File: config.mk
export PLATFORM = sky130hd
export DESIGN_NAME = uart_rx
export DESIGN_NICKNAME = d
export VERILOG_FILES = /design/src/rtl/uart_pkg.sv /design/src/rtl/uart_sync2.sv /design/src/rtl/uart_rx.sv
export SDC_FILE = /design/constraint.sdc
export NUM_CORES = 1
export LEC_CHECK = 0
export CAP_MARGIN = 20
export CORE_MARGIN = 2
export CORE_UTILIZATION = 55
export DETAILED_ROUTE_END_ITERATION = 10
export GPL_TIMING_DRIVEN = 0
export PLACE_DENSITY = 0.78
export SLEW_MARGIN = 5
export SYNTH_ARGS = -nofsm -noshare
export SYNTH_HDL_FRONTEND = slang
export SYNTH_HIERARCHICAL = 1
export SYNTH_SLANG_ARGS = --single-unit
File: constraint.sdc
create_clock -name clk -period 6.1 [get_ports clk]
set_clock_uncertainty 0.2 [all_clocks]
set_input_delay 1.83 -clock clk [delete_from_list [all_inputs] [get_ports clk]]
set_output_delay 1.83 -clock clk [all_outputs]
set_load 0.01 [all_outputs]
File: src/rtl/uart_pkg.sv
// Shared UART definitions for the receiver and transmitter.
//   OSR           oversample ratio: s_tick pulses per bit period
//   uart_state_e  receiver FSM state encoding
package uart_pkg;

    localparam int unsigned OSR = 16;

    typedef enum logic [2:0] {
        StIdle   = 3'd0,
        StStart  = 3'd1,
        StData   = 3'd2,
        StParity = 3'd3,
        StStop   = 3'd4
    } uart_state_e;

endpackage

File: src/rtl/uart_sync2.sv
// Two-flop synchronizer for a single asynchronous bit. Resets to 1 (idle line).
//   clk      system clock
//   reset_n  asynchronous active-low reset
//   d        asynchronous input
//   q        synchronized output
module uart_sync2 (
    input  logic clk,
    input  logic reset_n,
    input  logic d,
    output logic q
);

    logic meta_q;

    always_ff @(posedge clk or negedge reset_n) begin
        if (!reset_n) begin
            meta_q <= 1'b1;
            q      <= 1'b1;
        end else begin
            meta_q <= d;
            q      <= meta_q;
        end
    end

endmodule

File: src/rtl/uart_rx.sv
// UART receiver, 16x oversampled, optional parity, configurable stop length.
//   clk           system clock
//   reset_n       asynchronous active-low reset
//   s_tick        one-clk pulse at 16x baud rate
//   rx            asynchronous serial line, idle high
//   dout          last received data word (LSB received first)
//   rx_done_tick  one-clk pulse when dout / frame_err / parity_err update
//   frame_err     stop bit sampled low in the last frame
//   parity_err    parity mismatch in the last frame
module uart_rx
    import uart_pkg::*;
#(
    parameter int unsigned DBIT       = 8,
    parameter int unsigned SB_TICK    = 16,
    parameter int unsigned PARITY_EN  = 0,
    parameter int unsigned PARITY_ODD = 0
) (
    input  logic            clk,
    input  logic            reset_n,
    input  logic            s_tick,
    input  logic            rx,
    output logic [DBIT-1:0] dout,
    output logic            rx_done_tick,
    output logic            frame_err,
    output logic            parity_err
);

    localparam int unsigned CW = (SB_TICK > OSR) ? 5 : 4;
    localparam logic [CW-1:0] MidStart = CW'(OSR / 2 - 1);
    localparam logic [CW-1:0] BitEnd   = CW'(OSR - 1);
    localparam logic [CW-1:0] StopEnd  = CW'(SB_TICK - 1);
    localparam logic [2:0]    LastBit  = 3'(DBIT - 1);
    localparam logic          ParEn    = (PARITY_EN != 0);
    localparam logic          ParOdd   = (PARITY_ODD != 0);

    logic rx_s;

    uart_sync2 u_sync (
        .clk     (clk),
        .reset_n (reset_n),
        .d       (rx),
        .q       (rx_s)
    );

    uart_state_e     state_q, state_d;
    logic [CW-1:0]   s_cnt_q, s_cnt_d;
    logic [2:0]      n_q, n_d;
    logic [DBIT-1:0] shreg_q, shreg_d;
    logic            pbit_q, pbit_d;
    logic [DBIT-1:0] dout_q, dout_d;
    logic            done_q, done_d;
    logic            ferr_q, ferr_d;
    logic            perr_q, perr_d;
    // Set once the line has been seen high; a frame may only start on a fall
    // after that, so a held-low (break) line cannot retrigger.
    logic            armed_q, armed_d;

    always_comb begin
        state_d = state_q;
        s_cnt_d = s_cnt_q;
        n_d     = n_q;
        shreg_d = shreg_q;
        pbit_d  = pbit_q;
        dout_d  = dout_q;
        done_d  = 1'b0;
        ferr_d  = ferr_q;
        perr_d  = perr_q;
        armed_d = armed_q | rx_s;

        case (state_q)
            StIdle: begin
                if (!rx_s && armed_q) begin
                    state_d = StStart;
                    s_cnt_d = '0;
                end
            end
            StStart: begin
                if (s_tick) begin
                    if (s_cnt_q == MidStart) begin
                        if (!rx_s) begin
                            state_d = StData;
                            s_cnt_d = '0;
                            n_d     = '0;
                        end else begin
                            state_d = StIdle;  // glitch, not a start bit
                        end
                    end else begin
                        s_cnt_d = s_cnt_q + 1'b1;
                    end
                end
            end
            StData: begin
                if (s_tick) begin
                    if (s_cnt_q == BitEnd) begin
                        s_cnt_d = '0;
                        shreg_d = {rx_s, shreg_q[DBIT-1:1]};
                        if (n_q == LastBit) begin
                            state_d = ParEn ? StParity : StStop;
                        end else begin
                            n_d = n_q + 1'b1;
                        end
                    end else begin
                        s_cnt_d = s_cnt_q + 1'b1;
                    end
                end
            end
            StParity: begin
                if (s_tick) begin
                    if (s_cnt_q == BitEnd) begin
                        s_cnt_d = '0;
                        pbit_d  = rx_s;
                        state_d = StStop;
                    end else begin
                        s_cnt_d = s_cnt_q + 1'b1;
                    end
                end
            end
            StStop: begin
                if (s_tick) begin
                    if (s_cnt_q == StopEnd) begin
                        state_d = StIdle;
                        dout_d  = shreg_q;
                        ferr_d  = ~rx_s;
                        perr_d  = ParEn & (^shreg_q ^ pbit_q ^ ParOdd);
                        done_d  = 1'b1;
                        if (!rx_s) begin
                            armed_d = 1'b0;
                        end
                    end else begin
                        s_cnt_d = s_cnt_q + 1'b1;
                    end
                end
            end
            default: state_d = StIdle;
        endcase
    end

    always_ff @(posedge clk or negedge reset_n) begin
        if (!reset_n) begin
            state_q <= StIdle;
            s_cnt_q <= '0;
            n_q     <= '0;
            shreg_q <= '0;
            pbit_q  <= 1'b0;
            dout_q  <= '0;
            done_q  <= 1'b0;
            ferr_q  <= 1'b0;
            perr_q  <= 1'b0;
            armed_q <= 1'b1;
        end else begin
            state_q <= state_d;
            s_cnt_q <= s_cnt_d;
            n_q     <= n_d;
            shreg_q <= shreg_d;
            pbit_q  <= pbit_d;
            dout_q  <= dout_d;
            done_q  <= done_d;
            ferr_q  <= ferr_d;
            perr_q  <= perr_d;
            armed_q <= armed_d;
        end
    end

    assign dout         = dout_q;
    assign rx_done_tick = done_q;
    assign frame_err    = ferr_q;
    assign parity_err   = perr_q;

endmodule

==> flow_metrics.tcl <==
set metrics [dict create \
    status "complete, no violations" \
    grt_max_degree 32 \
    synth_top_area_cell "dfrtp_1" \
    final_cell_mix "33 x nand2_1, 28 x dfrtp_1, 12 x clkdlybuf4s50_1" \
    yosys_warnings 6 \
    cts_tree "built" \
    antenna_cells 0 \
    finalWeightedCongestion 0.933 \
    die_x_microns 55.1 \
    fin_tns_setup_ns 0 \
    seq_area_frac_synth_pct 54.4 \
    clock_path_buffers 2 \
    finalHoldViolCount 0 \
    hold_buffers 0 \
    cp-start-kind "primary input" \
    cts-resized-gates 0 \
    synthToLayoutAreaGrowth_pct 14.8 \
    worstSetupEndpointType "flop" \
    r2r_slack_ns 3.80 \
    synth_fp_nets 137 \
    synth_area_leaders "dfrtp_1 49%, nand2_1 8.6%, mux2_2 8.6%" \
    drtIter0Drc 20 \
    insertion_delay_ns 0.34 \
    row_count 18 \
    die_h_microns 55.1 \
    synth-simple-area-share_pct 18.9 \
    crit_required_ns 6.16 \
    synthesis.area_sq_mm 0.00143 \
    viasPerCell 5.48 \
    synthDistinctLibCells 38 \
    crit_type "primary input to flop" \
    path_buf_inv 2 \
    ant_nets 0 \
    p_seq_share_pct 44.0 \
    pin_count 15 \
    swShare_pct 35.2 \
    async_flop_share_pct 100 \
    core-area_sq_mm 0.00248 \
    synth_xor_area_share_pct 0.611 \
    ys_ff_latch 31 \
    path_delay_family "buffers and inverters" \
    synth_top_area_share_pct 48.9 \
    antenna_found_initial 0 \
    synth.avg_cell_area_sq_um 11.0 \
    path_clk_slew_ns 0.08 \
    synth_edf_count 0 \
    drv_cap 0 \
    finalSetupViolCount 0 \
    port_buffers 13 \
    synth_compound_area_share_pct 11.3 \
    fin_crit_ns 3.66 \
    grt_pass1_wl_microns 4200 \
    initial_core_util_pct 57.9 \
    clockPowerShare_pct 20.9 \
    htree_levels 2 \
    layout_commonest_cell "nand2_1" \
    grtUsageTotal_pct 20.6 \
    cts_num_sinks 31 \
    dp_hpwl_microns 1740 \
    grt_pass1_vias 974 \
    p_leak_nw 0.811 \
    grt.overflow.total 0 \
    synthAdderAreaFrac_pct 2.62 \
    synth_cells 130 \
    synthFlopType "dfrtp_1" \
    p_comb_share_pct 35.0 \
    synth_top_family_by_area "simple AND/OR/NAND/NOR gates" \
    post-route-util_pct 66.5 \
    worst_pin_slew_ns 0.668 \
    nets 157 \
    drc 0 \
    rsz0062_at_grt "false" \
    internal_power_uw 351 \
    worst_ep_arrival_time_ns 3.72 \
    slew_headroom_pct 55.5 \
    setup_ws_ns 2.44 \
    fp.dieArea_sq_mm 0.00303 \
    preCtsSetupSlack_ns 2.10 \
    dr.pass1.iters 4 \
    cpPeakStageDelay_ns 0.56 \
    cp_max_fo 8 \
    wl_per_cell_microns 13.7 \
    powerDensity_mw_per_mm2 329 \
    cts_buffers 5 \
    holdCritPathClass "flop to flop" \
    power.switching_uw 191 \
    ir_worst_vdd_v 0.000309 \
    synthMuxAreaShare_pct 8.64 \
    finalMaxSlewViolations 0 \
    drive_above_1_share_pct 19.9 \
    drt-total-wl_microns 2490 \
    vias 991 \
    finalCritPeriodShare_pct 60.1 \
    path_cells "clkdlybuf4s50_1, clkinv_1, o41ai_4, o211ai_4, or4b_1, o21ai_1" \
    ctsRootBufferMaster "clkbuf_4" \
    cp_slowest_cell "clkdlybuf4s50_1" \
    fmax_mhz 273 \
    post_cts_buffers 0 \
]
==> layer usage <==
| metal | wire length (microns) | vias to the layer above | track usage [%] |
|---|---|---|---|
| met5 | 0 | - | 0 |
| met1 | 1130 | 478 | 25.8 |
| li1 | - | 488 | - |
| met2 | 1200 | 17 | 30.8 |
| met4 | 68 | 0 | 14.2 |
| met3 | 82 | 8 | 5.91 |
==> per-stage QoR <==
stage          power, mW  hold WS, ns  instance area, sq um  instances
2_1_floorplan      0.394        0.145                  1430        130
3_3_place_gp       0.425        0.146                  1600        173
3_5_place_dp       0.430        0.147                  1600        173
4_1_cts            0.547        0.161                  1650        181
5_1_grt            0.580        0.165                  1650        181
6_report           0.542        0.158                  1650        181
==> power by group through the flow <==
stage | combinational [mW] | sequential (mW) | clock (mW)
after floorplan | 0.156 | 0.239 | 0
after global placement | 0.183 | 0.242 | 0
after detailed placement | 0.187 | 0.243 | 0
after CTS | 0.189 | 0.239 | 0.119
after global routing | 0.212 | 0.242 | 0.125
final | 0.190 | 0.239 | 0.114
==> synthesized netlist by cell type, drive strengths merged (3+ instances only) <==
master / number
mux2: 11
nor2: 4
dfstp: 3
o21ai: 5
dfrtp: 28
nor3b: 3
ha: 3
buf: 5
nand2: 33
==> logic make-up after synthesis <==
| group | count (synthesis) |
|---|---|
| AND/OR/NAND/NOR | 56 |
| flip-flops | 31 |
| AO/OA/AOI/OAI | 17 |
| multiplexers | 11 |
| buffers and inverters | 10 |
| adder cells (fa/ha/maj) | 3 |
| other | 1 |
| XOR/XNOR | 1 |
==> cell type report <==
| cell class | count | area, sq um |
|---|---|---|
| repair buffers | 13 | 125 |
| multi-input cells | 89 | 607 |
| clock inverters | 1 | 5.00 |
| inverters | 4 | 15.0 |
| fillers | 210 | 831 |
| clock buffers | 7 | 45.0 |
| well taps | 30 | 37.5 |
| flip-flops and latches | 31 | 779 |
| plain buffers | 6 | 32.5 |
==> registers in the layout, indices dropped and copies added, names as in the netlist <==
register and flops:
frame_err 1, dout 8, n_q 3, rx_done_tick 1, u_sync/meta_q 1, shreg_q 8, u_sync/q 1, s_cnt_q 4
armed_q 1, state_q 3
==> worst paths after layout <==
| check | cells past startpoint | to | from |
|---|---|---|---|
| min reg2reg | 0 | u_sync/q | u_sync/meta_q |
| max reg2reg | 7 | s_cnt_q[3] | s_cnt_q[0] |
| min in group asynchronous | 1 | n_q[1] | reset_n |
| max in group asynchronous | 1 | dout[6] | reset_n |
| max | 6 | s_cnt_q[3] | s_tick |
| min | 0 | u_sync/q | u_sync/meta_q |
Power figures use the tool's default switching activity.
